===== src/rtl/fp_exc_pkg.sv =====
// Shared constants and types for the FPU exception controller: flag bit indices,
// the "no cause" code, FSM state encoding and the trap priority order.
package fp_exc_pkg;

    localparam int NFLAGS   = 6;
    localparam int FLG_DIVZ = 5;
    localparam int FLG_QNAN = 4;
    localparam int FLG_SNAN = 3;
    localparam int FLG_INEX = 2;
    localparam int FLG_OVFL = 1;
    localparam int FLG_UNFL = 0;

    localparam logic [2:0] CAUSE_NONE = 3'd7;

    typedef enum logic [1:0] {
        ST_IDLE    = 2'd0,
        ST_PENDING = 2'd1,
        ST_SERVICE = 2'd2
    } fsm_state_e;

    // Rank k (0 = highest priority) lives in bits [3k +: 3]:
    // SNaN, div_by_zero, overflow, underflow, QNaN, inexact.
    localparam logic [17:0] PRIO_ORDER = {3'd2, 3'd4, 3'd0, 3'd1, 3'd5, 3'd3};

endpackage


===== src/rtl/fp_exception_controller_if.sv =====
// Flag/mask/status and interrupt handshake bundle between the FPU result stage,
// the sequencer and the exception controller (slave side).
interface fp_exception_controller_if;

    logic       fpu_valid;
    logic [5:0] fpu_flags;
    logic       mask_we;
    logic [5:0] mask_wdata;
    logic       status_clr;
    logic       irq_ack;
    logic       irq_done;
    logic       irq;
    logic [2:0] cause;
    logic [5:0] mask;
    logic       div_by_zero;
    logic       QNaN;
    logic       SNaN;
    logic       inexact;
    logic       overflow;
    logic       underflow;

    modport master (
        output fpu_valid, fpu_flags, mask_we, mask_wdata, status_clr, irq_ack, irq_done,
        input  irq, cause, mask, div_by_zero, QNaN, SNaN, inexact, overflow, underflow
    );

    modport slave (
        input  fpu_valid, fpu_flags, mask_we, mask_wdata, status_clr, irq_ack, irq_done,
        output irq, cause, mask, div_by_zero, QNaN, SNaN, inexact, overflow, underflow
    );

endinterface


===== src/rtl/fp_exc_prio_enc.sv =====
// Picks the highest-priority set flag and returns its bit index (CAUSE_NONE if none).
import fp_exc_pkg::*;

module fp_exc_prio_enc (
    input  logic [5:0] flags,
    output logic [2:0] cause
);

    // Walk from lowest to highest rank so the last hit is the winner.
    always_comb begin
        cause = CAUSE_NONE;
        for (int k = NFLAGS - 1; k >= 0; k--) begin
            if (flags[PRIO_ORDER[3*k +: 3]]) begin
                cause = PRIO_ORDER[3*k +: 3];
            end
        end
    end

endmodule


===== src/rtl/fp_exception_controller.sv =====
// Sticky IEEE-754 status, trap mask and prioritised interrupt handshake.
// Optional per-flag event counters are built when FP_EXC_COUNTERS_EN is defined.
import fp_exc_pkg::*;

module fp_exception_controller #(
    parameter int         CNT_W    = 8,
    parameter logic [5:0] MASK_RST = 6'b101000
) (
    input  logic                  clk,
    input  logic                  interrupt_reset,
    fp_exception_controller_if.slave bus
`ifdef FP_EXC_COUNTERS_EN
    ,
    input  logic [2:0]            cnt_sel,
    output logic [CNT_W-1:0]      cnt_rdata
`endif
);

    localparam logic [1:0] IDLE    = ST_IDLE;
    localparam logic [1:0] PENDING = ST_PENDING;
    localparam logic [1:0] SERVICE = ST_SERVICE;

    if (CNT_W < 1) begin : g_bad_cnt_w
        $error("CNT_W must be at least 1");
    end

    logic [1:0] state_q;
    logic [2:0] cause_q;
    logic [5:0] mask_q;
    logic [5:0] sticky_q;
    logic [5:0] deferred_q;
    logic [5:0] trap_flags;
    logic [5:0] pend_flags;
    logic [2:0] trap_cause;
    logic [2:0] pend_cause;

    // Trap detection always uses the mask as it stood before any same-cycle write.
    assign trap_flags = bus.fpu_valid ? (bus.fpu_flags & mask_q) : 6'b0;
    assign pend_flags = deferred_q | trap_flags;

    fp_exc_prio_enc u_prio_new (.flags(trap_flags), .cause(trap_cause));
    fp_exc_prio_enc u_prio_def (.flags(pend_flags), .cause(pend_cause));

    always_ff @(posedge clk) begin
        if (interrupt_reset) begin
            state_q    <= IDLE;
            cause_q    <= CAUSE_NONE;
            mask_q     <= MASK_RST;
            sticky_q   <= 6'b0;
            deferred_q <= 6'b0;
        end else begin
            if (bus.mask_we) begin
                mask_q <= bus.mask_wdata;
            end
            if (bus.status_clr) begin
                sticky_q <= bus.fpu_valid ? bus.fpu_flags : 6'b0;
            end else if (bus.fpu_valid) begin
                sticky_q <= sticky_q | bus.fpu_flags;
            end
            case (state_q)
                IDLE: begin
                    if (|trap_flags) begin
                        state_q <= PENDING;
                        cause_q <= trap_cause;
                    end
                end
                PENDING: begin
                    deferred_q <= pend_flags;
                    if (bus.irq_ack) begin
                        state_q <= SERVICE;
                    end
                end
                SERVICE: begin
                    // A trap landing on the irq_done cycle is folded into the re-raise.
                    if (bus.irq_done) begin
                        deferred_q <= 6'b0;
                        if (|pend_flags) begin
                            state_q <= PENDING;
                            cause_q <= pend_cause;
                        end else begin
                            state_q <= IDLE;
                            cause_q <= CAUSE_NONE;
                        end
                    end else begin
                        deferred_q <= pend_flags;
                    end
                end
                default: begin
                    state_q <= IDLE;
                    cause_q <= CAUSE_NONE;
                end
            endcase
        end
    end

    assign bus.irq         = (state_q == PENDING);
    assign bus.cause       = cause_q;
    assign bus.mask        = mask_q;
    assign bus.div_by_zero = sticky_q[FLG_DIVZ];
    assign bus.QNaN        = sticky_q[FLG_QNAN];
    assign bus.SNaN        = sticky_q[FLG_SNAN];
    assign bus.inexact     = sticky_q[FLG_INEX];
    assign bus.overflow    = sticky_q[FLG_OVFL];
    assign bus.underflow   = sticky_q[FLG_UNFL];

`ifdef FP_EXC_COUNTERS_EN
    logic [CNT_W-1:0] cnt_q [NFLAGS];

    // Counters see every retired flag regardless of mask and stick at all-ones.
    always_ff @(posedge clk) begin
        for (int i = 0; i < NFLAGS; i++) begin
            if (interrupt_reset) begin
                cnt_q[i] <= '0;
            end else if (bus.status_clr) begin
                cnt_q[i] <= (bus.fpu_valid && bus.fpu_flags[i]) ? CNT_W'(1) : '0;
            end else if (bus.fpu_valid && bus.fpu_flags[i] && !(&cnt_q[i])) begin
                cnt_q[i] <= cnt_q[i] + CNT_W'(1);
            end
        end
    end

    always_comb begin
        cnt_rdata = '0;
        if (cnt_sel < 3'(NFLAGS)) begin
            cnt_rdata = cnt_q[cnt_sel];
        end
    end
`endif

endmodule

===== src/flat_wrapper.sv =====
// flat-port wrapper written by rule: the top's interface ports become plain ports
module fp_exception_controller_flat 
#(
    parameter int         CNT_W    = 8,
    parameter logic [5:0] MASK_RST = 6'b101000
)
  (clk, interrupt_reset, bus_fpu_valid, bus_fpu_flags, bus_mask_we, bus_mask_wdata, bus_status_clr, bus_irq_ack, bus_irq_done, bus_irq, bus_cause, bus_mask, bus_div_by_zero, bus_QNaN, bus_SNaN, bus_inexact, bus_overflow, bus_underflow);
  fp_exception_controller_if bus_i ();
  input  logic clk;
  input  logic interrupt_reset;
  input wire logic [$bits(bus_i.fpu_valid)-1:0] bus_fpu_valid;
  input wire logic [$bits(bus_i.fpu_flags)-1:0] bus_fpu_flags;
  input wire logic [$bits(bus_i.mask_we)-1:0] bus_mask_we;
  input wire logic [$bits(bus_i.mask_wdata)-1:0] bus_mask_wdata;
  input wire logic [$bits(bus_i.status_clr)-1:0] bus_status_clr;
  input wire logic [$bits(bus_i.irq_ack)-1:0] bus_irq_ack;
  input wire logic [$bits(bus_i.irq_done)-1:0] bus_irq_done;
  output wire logic [$bits(bus_i.irq)-1:0] bus_irq;
  output wire logic [$bits(bus_i.cause)-1:0] bus_cause;
  output wire logic [$bits(bus_i.mask)-1:0] bus_mask;
  output wire logic [$bits(bus_i.div_by_zero)-1:0] bus_div_by_zero;
  output wire logic [$bits(bus_i.QNaN)-1:0] bus_QNaN;
  output wire logic [$bits(bus_i.SNaN)-1:0] bus_SNaN;
  output wire logic [$bits(bus_i.inexact)-1:0] bus_inexact;
  output wire logic [$bits(bus_i.overflow)-1:0] bus_overflow;
  output wire logic [$bits(bus_i.underflow)-1:0] bus_underflow;
  assign bus_i.fpu_valid = bus_fpu_valid;
  assign bus_i.fpu_flags = bus_fpu_flags;
  assign bus_i.mask_we = bus_mask_we;
  assign bus_i.mask_wdata = bus_mask_wdata;
  assign bus_i.status_clr = bus_status_clr;
  assign bus_i.irq_ack = bus_irq_ack;
  assign bus_i.irq_done = bus_irq_done;
  assign bus_irq = bus_i.irq;
  assign bus_cause = bus_i.cause;
  assign bus_mask = bus_i.mask;
  assign bus_div_by_zero = bus_i.div_by_zero;
  assign bus_QNaN = bus_i.QNaN;
  assign bus_SNaN = bus_i.SNaN;
  assign bus_inexact = bus_i.inexact;
  assign bus_overflow = bus_i.overflow;
  assign bus_underflow = bus_i.underflow;
  fp_exception_controller #(.CNT_W(CNT_W), .MASK_RST(MASK_RST)) u_core (.clk(clk), .interrupt_reset(interrupt_reset), .bus(bus_i));
endmodule

===== config.mk =====
export PLATFORM = sky130hd
export DESIGN_NAME = fp_exception_controller_flat
export DESIGN_NICKNAME = d
export VERILOG_FILES = /design/src/rtl/fp_exc_pkg.sv /design/src/rtl/fp_exception_controller_if.sv /design/src/rtl/fp_exc_prio_enc.sv /design/src/rtl/fp_exception_controller.sv /design/src/flat_wrapper.sv
export SDC_FILE = /design/constraint.sdc
export NUM_CORES = 1
export LEC_CHECK = 0
export CAP_MARGIN = 25
export CORE_UTILIZATION = 51
export CTS_BUF_LIST = sky130_fd_sc_hd__clkbuf_4
export DETAILED_ROUTE_END_ITERATION = 16
export PLACE_DENSITY_LB_ADDON = 0.15
export SYNTH_ARGS = -nofsm -noshare
export SYNTH_HDL_FRONTEND = slang
export SYNTH_SLANG_ARGS = --single-unit

===== constraint.sdc =====
create_clock -name clk -period 3.1 [get_ports clk]
set_input_delay 0.31 -clock clk [delete_from_list [all_inputs] [get_ports clk]]
set_output_delay 0.31 -clock clk [all_outputs]
set_load 0.005 [all_outputs]

-- After elaboration in Yosys (flattened, before gate mapping)
Index checks and enable logic that the tools add are counted.
- eq/ne operators: 5
- reductions and logical operators: 7
- muxes and demuxes: 27
- bitwise logic cells: 4
- operator list (kind ; number):
    $mux W3 ; 15
    $mux W6 ; 5
    $or A6 B6 Y6 ; 2
    $pmux W6 S2 ; 1
    $reduce_or A6 Y1 ; 2
    $pmux W3 S3 ; 1
    $and A6 B6 Y6 ; 1
    $mux W2 ; 3
    $pmux W2 S3 ; 1
    $reduce_and A3 Y1 ; 2
    $ne A2 B2 Y1 const B ; 2
    $reduce_bool A2 Y1 ; 2
    $eq A2 B1 Y1 const B ; 1
    $eq A2 B2 Y1 const B ; 1
    $logic_not A2 Y1 ; 1
    $ne A2 B1 Y1 const B ; 1
    $mux W1 ; 1
    $not A1 Y1 ; 1
- input bits: 19
- output and inout port bits: 16
- word-level logic and storage cells: 48
- bits in registers: 23

-- Logic depth before layout (Yosys ltp)
Gate-level depths: netlist (run 1).
- depth after elaboration: 12
- gate-level depth with buffers: 7
- gate-level depth less buffers: 6

-- By module
From an unflattened synthesis (run 1), not the netlist that was laid out.
- cell total of the unflattened synthesis: 138
- area, all modules: 1171.1 um^2
- modules (own cells, without submodules) (module ; seq. area each (um^2) ; cells each ; area each (um^2) ; times used):
    fp_exception_controller ; 460.4 ; 122 ; 1083.5 ; 1
    fp_exc_prio_enc ; 0.0 ; 8 ; 43.8 ; 2

-- Worst setup path before layout (run 1)
Ideal clock, no wire load.
- path type: flip-flop to flip-flop
- start point: register u_core.state_q[0]
- end point: register u_core.cause_q[1], in the netlist u_core.bus.cause[1]
- period minus slack after synthesis: 1.480 ns
- setup time: 0.122 ns
- cell stages (with the launch flop): 7
- slack: 1.620 ns
- path buffers: 0
- data required time: 2.978 ns
- arrival: 1.358 ns
- cell sequence: dfxtp_1 inv_1 ha_1 o211a_1 a211oi_4 nand2_1 o32a_1
- word-level cells in the longest chain between the ends: 3
- elaborated cells between the ends (all ways): 8
- those cells by class: 4 x eq/ne; 1 x mux; 1 x bitwise; 2 x reduce/logical
- RTL lines (item ; line ; source):
    start, declared ; fp_exception_controller.sv:27 ; logic [1:0] state_q;
    start signal, assigned ; fp_exception_controller.sv:46 ; state_q <= IDLE;
    start signal, assigned ; fp_exception_controller.sv:63 ; state_q <= PENDING;
    start signal, assigned ; fp_exception_controller.sv:70 ; state_q <= SERVICE;
    $eq A2 B2 Y1 (tied with other cells) ; fp_exception_controller.sv:60 ; case (state_q)
    $ne A2 B2 Y1 (no source line) (tied with other cells) ; - ;
    $reduce_and A3 Y1 (no source line) ; - ;
    end signal, assigned ; fp_exception_controller.sv:64 ; cause_q <= trap_cause;
    end signal, assigned ; fp_exception_controller.sv:79 ; cause_q <= pend_cause;
    end, declared ; fp_exception_controller.sv:28 ; logic [2:0] cause_q;
Parallel ways exist; a longest one is shown, timed or not.
A chain may end at the register's enable or synchronous reset.

-- Final worst setup path (run 1)
- start point: input port bus_fpu_valid
- end point: register u_core.cause_q[1], in the netlist u_core.bus.cause[1]
- word-level cells in the longest chain between the ends: 10
- elaborated cells between the ends (all ways): 20
- those cells by class: 1 x eq/ne; 15 x mux; 1 x bitwise; 3 x reduce/logical
- RTL lines (item ; line ; source):
    start, declared ; flat_wrapper.sv:11 ; input wire logic [$bits(bus_i.fpu_valid)-1:0] bus_fpu_valid;
    $mux W6 * ; fp_exception_controller.sv:38 ; assign trap_flags = bus.fpu_valid ? (bus.fpu_flags & mask_q) : 6'b0;
    $or A6 B6 Y6 ; fp_exception_controller.sv:39 ; assign pend_flags = deferred_q | trap_flags;
    $mux W3 (5 in series) ; fp_exc_prio_enc.sv:13 ; if (flags[PRIO_ORDER[3*k +: 3]]) begin
    $mux W3 ; fp_exception_controller.sv:77 ; if (|pend_flags) begin
    $mux W3 ; fp_exception_controller.sv:75 ; if (bus.irq_done) begin
    $pmux W3 S3 ; fp_exception_controller.sv:60 ;
Every way passes the cells marked *; elsewhere a longest branch is shown, timed or not. The select of a mux whose other input is x is not followed.

==> metrics.md, run 1 <==
| Metric | Value |
|---|---|
| Status | `finished, final reports clean` |
| Shortest clock period the worst path allows after layout | `between 2 and 2.5 ns` |
| Syn. warnings | `0` |
| Via total after detailed routing | `1105` |
| Peak supply drop | `approximately 0.00037 V` |
| Combined area of all synthesized cells | `between 1000 and 1500 sq um` |
| Final setup skew | `approximately 0.014 ns` |
| Highest clock rate | `~480 MHz` |
| Sequential element share of the synthesized area | `39.44%` |
| Accumulated negative setup slack | `0 ns` |
| Largest area contributor in the netlist | `sky130_fd_sc_hd__dfxtp_1` |
| Detailed-placement wirelength estimate | `between 2000 and 2500 um` |
| Worst path setup slack after routing | `roughly 1 ns` |
| Maximum clock path buffer count | `2` |
| Tightest slew margin relative to the limit | `a little under three fifths` |
| Count of max-cap constraint violations | `0` |
| Post-route DRC violation count | `0` |
| Class of the most critical hold timing path | `register to register` |
| Routability congestion estimate from global placement | `around 0.86` |
| Die W | `between 40 and 50 um` |
| Maximum fanout count along the critical path | `18` |
| Number of clock sinks seen by CTS | `23` |
| Worst hold slack after final layout | `approximately 0.52 ns` |
| Count of pins on the block boundary | `35` |
| Syn avg cell area | `~9.1 sq um` |
| CTS tree | `built` |
| Setup-violating endpoint count in the final report | `0` |
| Type of element capturing the critical path | `register` |
| Combined buffer and inverter count along the critical path | `1` |
| Number of DRC markers in iteration 0 | `27` |
| Final net count | `between 150 and 200` |
| Cell area power density | `between 500 and 600 nW/um^2` |
| Average routed wire per standard cell | `14.82 um` |
| Unique masters post-synth | `37` |
| First-pass GRT wire length | `4560 um` |
| Minimum setup slack after placement | `roughly 0.69 ns` |
| Detailed Route WL | `2801 um` |
| Cell leakage power | `a little under 0.6 nW` |
| Most used cells in the layout excluding fill and tap cells | `sky130_fd_sc_hd__clkdlybuf4s50_1 (34), sky130_fd_sc_hd__dfxtp_1 (23), sky130_fd_sc_hd__nor2_1 (15)` |
| Number of buffers created by CTS | `3` |
| Count of buffers added by post-CTS timing repair for setup | `0` |
| Number of vias per cell | `between 5 and 6` |
| Post-synth top area share | `39.44%` |
| Share of post-route cells with drive strength above 1 | `8.642%` |
| Worst setup path category | `primary input to register` |
| CP max-delay cell | `sky130_fd_sc_hd__clkdlybuf4s50_1` |
| Final clock period utilization by the worst path | `66.94%` |
| First drt pass iteration count | `4` |
| Placement Rows | `16` |
| Max-slew violation total from the final report | `0` |
| Cells taking the most area after synthesis | `sky130_fd_sc_hd__dfxtp_1 (39%), sky130_fd_sc_hd__a22oi_1 (5.1%), sky130_fd_sc_hd__nor2_1 (4.8%)` |
| Root Buffer Master | `sky130_fd_sc_hd__clkbuf_4` |
| Pin count of the biggest net entering global routing | `24` |
| Inserted Diodes | `0` |
| Sequence of cells on the critical path | `clkdlybuf4s50_1, and3_4, a21oi_2, a211oi_4, nand2_1, o32a_1` |
| Critical Path RT | `~3.3 ns` |
| Tightest Pin Transition | `approximately 0.63 ns` |
| Relative area change from synthesis to final layout | `32.90%` |
| Die H | `between 40 and 50 um` |
| Worst skew pair latency | `approximately 0.33 ns` |
| Total die area | `2485 sq um` |
| Number of buffers added on ports | `34` |
| Crit path largest cell delay | `approximately 0.87 ns` |
| Unrepaired setup endpoints after global routing | `false` |
| Final global-route overflow total | `0` |
| Instance count of the mapped netlist | `~130` |
| Number of antenna-violating nets in the routed design | `0` |
| Initial core utilization | `approximately 57%` |
| Final hold viol count | `0` |
| Endpoint arrival time on the critical path | `between 2 and 2.5 ns` |
| Number of hold-repair buffers added at the cts stage | `0` |
| Number of antenna violations at the first check in global routing | `0` |
| Synthesized Nets | `between 150 and 200` |
| Reg clk slew, reported paths | `approximately 0.14 ns` |
| Vias in the first global route | `1014` |
| Largest delay share family, worst path | `buffers and inverters` |
| Depth of the CTS H-tree | `1` |
| Critical Path Source Type | `primary input` |
| Most common cell after layout, fill and taps aside | `sky130_fd_sc_hd__clkdlybuf4s50_1` |
| Core footprint | `2062 sq um` |
| Tot GR Track Use | `between 20% and 30%` |
| #FFs+latches synth | `23` |
| Count of instances resized after the clock tree is built | `0` |
-- sequential cells by signal, indices dropped and copies added, names as in the netlist --
name	cells
u_core.state_q	2
u_core.bus.mask	6
u_core.sticky_q	6
u_core.deferred_q	6
u_core.bus.cause	3
-- per-stage QoR --
step                      util, %  std cells  cell area (sq um)  power, mW
after floorplan                 -        128               1167     0.6001
after global placement      73.79        185               1521     0.7192
after detailed placement    73.79        185               1521     0.7328
after CTS                   75.24        189               1551     0.8774
after global routing        75.24        189               1551     0.9251
final                       75.24        189               1551     0.8741
-- Yosys cell counts (all sizes together) --
cell type,n
o211ai,1
ha,4
a41oi,1
a21boi,2
nor3b,1
a21oi,10
and3,1
inv,5
a221o,1
a211oi,1
dfxtp,23
o21bai,1
nand3,4
o41ai,1
a211o,2
o32a,1
o211a,1
nor4b,1
buf,2
nand2,5
a311o,2
a22o,1
a22oi,8
nor3,3
nor2b,6
nor2,16
mux2i,5
a31o,3
and2,1
a31oi,6
nand2b,5
o21ai,1
clkbuf,3
-- area by class of cell --
type                            count  area, sq um
Fill cell                         155        510.5
Multi-Input combinational cell     95        660.6
Sequential cell                    23        460.4
Timing Repair Buffer               35        347.8
Clock buffer                        3        22.52
Tap cell                           27        33.78
Inverter                            5        18.77
Clock inverter                      1        7.507
-- report_power, final --
group,internal (mW),switching [mW]
Clock,0.0495,0.0955
Combinational,0.185,0.178
Sequential,0.332,0.0336
-- worst min-delay path, delay by kind of cell (launching register included) --
family	cells	cell delay, ns
compound gates	1	0.06
flops	1	0.36
simple gates	1	0.07
-- logic make-up (layout without fill, tap and decap cells) --
group / count (synthesis) / after routing / share of synthesized area, %
adder cells (fa/ha/maj): 4 / 4 / 4.287
AND/OR/NAND/NOR: 43 / 43 / 20.04
AO/OA/AOI/OAI: 43 / 43 / 27.98
flip-flops: 23 / 23 / 39.44
multiplexers: 5 / 5 / 4.287
buffers and inverters: 10 / 44 / 3.964
-- final timing paths --
kind	startpoint	end	slack, ns	cells past startpoint
min	u_core.deferred_q[2]$_SDFFE_PP0P_	u_core.deferred_q[2]$_SDFFE_PP0P_	0.52	2
max	bus_fpu_valid	u_core.bus.cause[1]$_SDFFE_PP1P_	1.02	6
max reg2reg	u_core.state_q[0]$_SDFFE_PP0P_	u_core.bus.cause[1]$_SDFFE_PP1P_	1.39	6
min reg2reg	u_core.deferred_q[2]$_SDFFE_PP0P_	u_core.deferred_q[2]$_SDFFE_PP0P_	0.52	2
-- layer usage --
metal	vias to the layer above	track usage [%]	share of wire [%]
met5	-	0	0
met4	0	14.76	1.6
met2	48	37.61	46
met3	6	4.938	6.1
met1	513	30.81	47
li1	538	-	-
Power figures use the tool's default switching activity.
==> run 2: changes to the inputs <==
Settings changed: CORE_UTILIZATION 51 to 43.
Clock period 3.1 ns to 1.68 ns, I/O delays scaled along.
==> metrics.md, run 2 (synthesis gave the netlist of run 1 again) <==
| Metric | Value |
|---|---|
| Status | `finished, final reports clean (unchanged)` |
| Net switching share of the total power | `33.94% (was 35.14%)` |
| Tightest slew margin relative to the limit | `74.66% (was 57.57%)` |
| Critical Path Source Type | `register (was primary input)` |
| Minimum setup slack after placement | `-0.2454 ns (was 0.6884 ns)` |
| Number of vias per cell | `5.505 (was 5.847)` |
| Clk network pwr share | `14.7% (was 16.6%)` |
| Worst hold slack after final layout | `0.4383 ns (was 0.5195 ns)` |
| Endpoint arrival time on the critical path | `1.44 ns (was 2.29 ns)` |
| Type of element capturing the critical path | `output port (was register)` |
| Via total after detailed routing | `1134 (was 1105)` |
| Sequential fraction of design power | `39.7% (was 41.9%)` |
| Post-layout instance count excluding filler cells | `206 (was 189)` |
| Sequence of cells on the critical path | `inv_1, ha_4, clkdlybuf4s50_1 (was clkdlybuf4s50_1, and3_4, a21oi_2, a211oi_4, nand2_1, o32a_1)` |
| Max-slew violation total from the final report | `0 (unchanged)` |
| Number of fill cells in the layout | `214 (was 155)` |
| Worst skew pair latency | `0.31 ns (was 0.33 ns)` |
| Number of gates on the worst path with buffers counted | `3 (was 6)` |
| Final global-route overflow total | `0 (unchanged)` |
| Fraction of power consumed by combinational cells | `45.6% (was 41.5%)` |
| Combined buffer and inverter count along the critical path | `2 (was 1)` |
| CTS tree | `built (unchanged)` |
| First drt pass iteration count | `4 (unchanged)` |
| Core footprint | `2522 sq um (was 2062 sq um)` |
| Number of antenna-violating nets in the routed design | `0 (unchanged)` |
| Reg clk slew, reported paths | `0.13 ns (was 0.14 ns)` |
| Unrepaired setup endpoints after global routing | `false (unchanged)` |
| Routability congestion estimate from global placement | `0.8339 (was 0.8639)` |
| Final net count | `200 (was 186)` |
| Average routed wire per standard cell | `14.56 um (was 14.82 um)` |
| Flop-to-flop setup slack | `0.14 ns (was 1.39 ns)` |
| Final clock period utilization by the worst path | `95.51%` |
| Area taken by flip-flops and latches | `466.7 sq um (was 460.4 sq um)` |
| Placement Rows | `18 (was 16)` |
| Depth of the CTS H-tree | `1 (unchanged)` |
| Worst setup path start | `u_core.state_q[1]$_SDFFE_PP0P_ (was bus_fpu_valid)` |
| Die H | `54.11 um (was 49.85 um)` |
| Die W | `54.11 um (was 49.85 um)` |
| Tightest Pin Transition | `0.3789 ns (was 0.6345 ns)` |
| Pin count of the biggest net entering global routing | `23 (was 24)` |
| Count of pins on the block boundary | `35 (unchanged)` |
| Maximum fanout count along the critical path | `4 (was 18)` |
| Worst setup path category | `register to output port (was primary input to register)` |
| Worst-case reg-to-reg path depth | `6 (unchanged)` |
| Internal power | `1.143 mW (was 566.9 uW)` |
| Share of post-route cells with drive strength above 1 | `18.75% (was 8.642%)` |
| Detailed Route WL | `3000 um (was 2801 um)` |
| Crit Reg-Reg Startpoint | `u_core.state_q[0]$_SDFFE_PP0P_ (unchanged)` |
| First-pass GRT wire length | `4899 um (was 4560 um)` |
| Critical Path RT | `1.51 ns (was 3.31 ns)` |
| Post-layout utilization of the core | `66.67% (was 75.24%)` |
| Final hold viol count | `0 (unchanged)` |
| Most common cell after layout, fill and taps aside | `sky130_fd_sc_hd__clkdlybuf4s50_1 (unchanged)` |
| Count of max-cap constraint violations | `0 (unchanged)` |
| Cell area power density | `1029 nW/um^2 (was 563.4 nW/um^2)` |
| Number of antenna violations at the first check in global routing | `0 (unchanged)` |
| Relative area change from synthesis to final layout | `44.05% (was 32.90%)` |
| Initial core utilization | `46.28% (was 56.61%)` |
| CP max-delay cell | `sky130_fd_sc_hd__clkdlybuf4s50_1 (unchanged)` |
| Class of the most critical hold timing path | `primary input to register (was register to register)` |
| Vias in the first global route | `1102 (was 1014)` |
| Worst path setup slack after routing | `0.07544 ns (was 1.025 ns)` |
| Placed Cells | `202 (was 185)` |
| Final setup skew | `0.001994 ns (was 0.01370 ns)` |
| RR Endpoint | `u_core.bus.cause[1]$_SDFFE_PP1P_ (unchanged)` |
| Maximum clock path buffer count | `2 (unchanged)` |
| Shortest clock period the worst path allows after layout | `roughly 1.6 ns` |
| Detailed-placement wirelength estimate | `2324 um (was 2085 um)` |
| Total die area | `2927 sq um (was 2485 sq um)` |
| Number of buffers created by CTS | `3 (unchanged)` |
| Overall Power | `1.731 mW (was 874.1 uW)` |
| Power dissipated by switching net loads | `587.5 uW (was 307.2 uW)` |
| Number of DRC markers in iteration 0 | `42 (was 27)` |
| Setup-violating endpoint count in the final report | `0 (unchanged)` |
| Worst setup path endpoint | `bus_irq (was u_core.bus.cause[1]$_SDFFE_PP1P_)` |
| Peak supply drop | `0.0008518 V (was 0.0003660 V)` |
| Tot GR Track Use | `23.22% (was 24.34%)` |
| Largest delay share family, worst path | `buffers and inverters (unchanged)` |
| Most used cells in the layout excluding fill and tap cells | `sky130_fd_sc_hd__clkdlybuf4s50_1 (33), sky130_fd_sc_hd__dfxtp_1 (20), sky130_fd_sc_hd__nor2_1 (15), sky130_fd_sc_hd__buf_4 (15), sky130_fd_sc_hd__a21oi_1 (9) (was sky130_fd_sc_hd__clkdlybuf4s50_1 (34), sky130_fd_sc_hd__dfxtp_1 (23), sky130_fd_sc_hd__nor2_1 (15))` |
| Number of buffers added on ports | `34 (unchanged)` |
| Post-route DRC violation count | `0 (unchanged)` |
| Inserted Diodes | `0 (unchanged)` |
| Highest clock rate | `between 600 and 700 MHz` |
| Root Buffer Master | `sky130_fd_sc_hd__clkbuf_4 (unchanged)` |
| Crit path largest cell delay | `0.50 ns (was 0.87 ns)` |
| Number of clock sinks seen by CTS | `23 (unchanged)` |
| Cell leakage power | `0.6634 nW (was 0.5816 nW)` |
| Area occupied by multi-input gates | `675.6 sq um (was 660.6 sq um)` |
run 2: cell count changes in the layout (fill, tap and decap cells not counted), sizes merged:
cell	previous run	this run
clkdlybuf4s50	34	33
clkinvlp	1	0
buf	1	15
clkinv	0	1
dlymetal6s2s	0	1
run 2: final cells by class:
type                       count  share of cell area, %
multi-input combinational     95                  40.18
sequential                    23                  27.75
timing repair buffer          49                  27.08
tap                           30                  2.232
clock buffer                   3                  1.339
inverter                       5                  1.116
clock inverter                 1                 0.2976
run 2: worst reg2reg max path, delay by kind of cell, from the launching register on:
| kind | cells | cell delay [ns] |
|---|---|---|
| adder cells (fa/ha/maj) | 1 | 0.20 |
| flip-flops | 1 | 0.40 |
| buffers and inverters | 1 | 0.07 |
| AO/OA/AOI/OAI | 3 | 0.69 |
| AND/OR/NAND/NOR | 1 | 0.09 |
run 2: power by group through the flow:
| stage | clock network (mW) | registers, mW | logic, mW |
|---|---|---|---|
| after floorplan | 0 | 0.676 | 0.431 |
| after global placement | 0 | 0.682 | 0.752 |
| after detailed placement | 0 | 0.686 | 0.760 |
| after CTS | 0.264 | 0.674 | 0.769 |
| after global routing | 0.292 | 0.699 | 0.856 |
| final | 0.255 | 0.687 | 0.789 |
run 2: repair_timing:
action                                  CTS  global route
endpoints found under the setup margin    1             2
pin swaps                                 0             2
setup buffers                             0             0
gates resized for setup                   1             7
hold buffers                              0             0
run 2: layer usage:
layer,global-route usage [%],up-vias,share of wire (%)
met5,0,-,0
met1,29.73,527,48
met4,4.701,0,1.0
li1,-,569,-
met3,4.802,4,4.9
met2,39.92,34,46
run 2: per-stage QoR:
step / TNS [ns] / area (sq um)
final: 0 / 1682
after global routing: 0 / 1682
after CTS: 0 / 1660
after detailed placement: -0.8600 / 1630
after global placement: -0.6504 / 1630
after floorplan: 0 / 1167
run 2: how the worst min path moves through the flow:
stage / start / end / slack (ns) / cells after the start
final: bus_mask_wdata[3] / u_core.bus.mask[3]$_SDFFE_PP1P_ / 0.44 / 2
after global routing: bus_mask_wdata[3] / u_core.bus.mask[3]$_SDFFE_PP1P_ / 0.44 / 2
after CTS: bus_mask_wdata[3] / u_core.bus.mask[3]$_SDFFE_PP1P_ / 0.43 / 2
after detailed placement: u_core.sticky_q[3]$_SDFFE_PP0P_ / u_core.sticky_q[3]$_SDFFE_PP0P_ / 0.49 / 2
after global placement: u_core.deferred_q[2]$_SDFFE_PP0P_ / u_core.deferred_q[2]$_SDFFE_PP0P_ / 0.47 / 2
after floorplan: bus_mask_wdata[3] / u_core.bus.mask[3]$_SDFFE_PP1P_ / 0.29 / 1
==> run 3: changes to the inputs <==
Settings changed: GPL_TIMING_DRIVEN set to 0, PLACE_DENSITY set to 0.8, PLACE_DENSITY_LB_ADDON 0.15 to not set.
Clock period 1.68 ns to 1.4 ns, I/O delays scaled along.
==> metrics.md, run 3 (synthesis gave the netlist of run 1 again) <==
| Metric | Value |
|---|---|
| Detailed Route WL | `3159 um (was 3000 um)` |
| Vias in the first global route | `1144 (was 1102)` |
| Number of antenna violations at the first check in global routing | `0 (unchanged)` |
| Post-layout instance count excluding filler cells | `205 (was 206)` |
| Class of the most critical hold timing path | `primary input to register (unchanged)` |
| Final hold viol count | `0 (unchanged)` |
| Shortest clock period the worst path allows after layout | `1.451 ns` |
| Detailed-placement wirelength estimate | `2251 um (was 2324 um)` |
| Maximum fanout count along the critical path | `7 (was 4)` |
| Root Buffer Master | `sky130_fd_sc_hd__clkbuf_4 (unchanged)` |
| CTS tree | `built (unchanged)` |
| Number of buffers added on ports | `32 (was 34)` |
| Number of DRC markers in iteration 0 | `19 (was 42)` |
| Critical Path RT | `1.63 ns (was 1.51 ns)` |
| Initial core utilization | `46.28% (unchanged)` |
| Die H | `54.11 um (unchanged)` |
| Number of buffers created by CTS | `3 (unchanged)` |
| Number of antenna-violating nets in the routed design | `0 (unchanged)` |
| Reg clk slew, reported paths | `0.13 ns (about the same)` |
| Inserted Diodes | `0 (unchanged)` |
| Placement Rows | `18 (unchanged)` |
| Final setup skew | `0.009736 ns (was 0.001994 ns)` |
| Accumulated negative setup slack | `-0.05540 ns (was 0 ns)` |
| Via total after detailed routing | `1157 (was 1134)` |
| Most used cells in the layout excluding fill and tap cells | `sky130_fd_sc_hd__clkdlybuf4s50_1 (27), sky130_fd_sc_hd__nor2_1 (15), sky130_fd_sc_hd__dfxtp_1 (15) (was sky130_fd_sc_hd__clkdlybuf4s50_1 (33), sky130_fd_sc_hd__dfxtp_1 (20), sky130_fd_sc_hd__nor2_1 (15), sky130_fd_sc_hd__buf_4 (15), sky130_fd_sc_hd__a21oi_1 (9))` |
| Unrepaired setup endpoints after global routing | `true (was false)` |
| Average routed wire per standard cell | `15.41 um (was 14.56 um)` |
| Placed Cells | `190 (was 202)` |
| Tot GR Track Use | `23.77% (was 23.22%)` |
| Post-layout utilization of the core | `68.25% (was 66.67%)` |
| Pin count of the biggest net entering global routing | `13 (was 23)` |
| Maximum clock path buffer count | `2 (unchanged)` |
| Endpoint arrival time on the critical path | `1.68 ns (was 1.44 ns)` |
| Die W | `54.11 um (unchanged)` |
| Final clock period utilization by the worst path | `103.6%` |
| Number of vias per cell | `5.644 (was 5.505)` |
| Core footprint | `2522 sq um (unchanged)` |
| Relative area change from synthesis to final layout | `47.48% (was 44.05%)` |
| Type of element capturing the critical path | `register (was output port)` |
| Worst skew pair latency | `0.32 ns (was 0.31 ns)` |
| Share of post-route cells with drive strength above 1 | `25.14% (was 18.75%)` |
| Worst path setup slack after routing | `-0.05106 ns (was 0.07544 ns)` |
| Worst setup path category | `register to register (was register to output port)` |
| Cell area power density | `1288 nW/um^2 (was 1029 nW/um^2)` |
| Number of fill cells in the layout | `215 (was 214)` |
| Critical Path Source Type | `register (unchanged)` |
| Count of pins on the block boundary | `35 (unchanged)` |
| Tightest slew margin relative to the limit | `68.64% (was 74.66%)` |
| Routability congestion estimate from global placement | `0.8667 (was 0.8339)` |
| Final net count | `199 (was 200)` |
| Violations in the final reports | `negative setup slack` |
| Total die area | `2927 sq um (unchanged)` |
| Status | `complete, but fails checks (was finished, final reports clean)` |
| Highest clock rate | `slightly below 700 MHz` |
| First drt pass iteration count | `4 (unchanged)` |
| Cell leakage power | `0.6646 nW (was 0.6634 nW)` |
| Number of clock sinks seen by CTS | `23 (unchanged)` |
| Most common cell after layout, fill and taps aside | `sky130_fd_sc_hd__clkdlybuf4s50_1 (unchanged)` |
| Max-slew violation total from the final report | `0 (unchanged)` |
| Tightest Pin Transition | `0.4703 ns (was 0.3789 ns)` |
| First-pass GRT wire length | `4919 um (was 4899 um)` |
| Post-route DRC violation count | `0 (unchanged)` |
| Count of max-cap constraint violations | `0 (unchanged)` |
| Depth of the CTS H-tree | `1 (unchanged)` |
| Peak supply drop | `0.0008743 V (was 0.0008518 V)` |
| Final global-route overflow total | `0 (unchanged)` |
| Setup-violating endpoint count in the final report | `2 (was 0)` |
run 3: worst paths after layout:
check,startpoint,to,slack (ns),cells past startpoint
min reg2reg,u_core.deferred_q[2]$_SDFFE_PP0P_,u_core.deferred_q[2]$_SDFFE_PP0P_,0.49,2
max,u_core.state_q[1]$_SDFFE_PP0P_,u_core.bus.cause[1]$_SDFFE_PP1P_,-0.05,6
max reg2reg,u_core.state_q[1]$_SDFFE_PP0P_,u_core.bus.cause[1]$_SDFFE_PP1P_,-0.05,6
min,bus_fpu_valid,u_core.deferred_q[0]$_SDFFE_PP0P_,0.28,4
run 3: worst max-delay path: stages, from the launching register on:
cell	delay, ns
sky130_fd_sc_hd__dfxtp_4	0.39
sky130_fd_sc_hd__inv_4	0.05
sky130_fd_sc_hd__ha_4	0.16
sky130_fd_sc_hd__o211a_4	0.15
sky130_fd_sc_hd__a211oi_4	0.34
sky130_fd_sc_hd__nand2_1	0.09
sky130_fd_sc_hd__o32a_1	0.17
run 3: area by class of cell:
class	instances	area, sq um	share of cell area, %
clock buffer	4	30.03	1.744
buffer	5	28.78	1.672
sequential	23	478.0	27.76
tap	30	37.54	2.180
multi-input combinational	95	721.9	41.93
timing repair buffer	43	401.6	23.33
inverter	5	23.77	1.381
run 3: repair_timing:
item | in CTS | in global routing
buffers inserted | 10 | 2
pin swaps | 5 | 3
endpoints found under the hold margin | 0 | 0
resized for setup | 21 | 6
endpoints found under the setup margin | 22 | 11
hold buffers | 0 | 0
run 3: through the flow:
stage	power [mW]	worst slack [ns]	hold slack, ns	instance area [sq um]
after floorplan	1.415	0.003363	0.2624	1192
after global placement	1.707	-0.3948	0.4659	1550
after detailed placement	1.714	-0.4299	0.4733	1550
after CTS	2.177	-0.05567	0.2796	1692
after global routing	2.359	-0.1241	0.2843	1722
final	2.217	-0.05106	0.2761	1722
run 3: layer usage:
layer	up-vias	GRT usage, %	share of wire (%)
li1	565	-	-
met1	549	28.47	45
met2	38	42.80	49
met3	5	3.672	5.2
met4	0	7.692	1.3
met5	-	0	0
run 3: power by group:
group | switching (mW) | internal, mW | leakage [nW]
combinational | 0.476 | 0.587 | 0.455
clock | 0.205 | 0.131 | 0.0184
sequential | 0.0702 | 0.748 | 0.191
total | 0.751 | 1.47 | 0.665
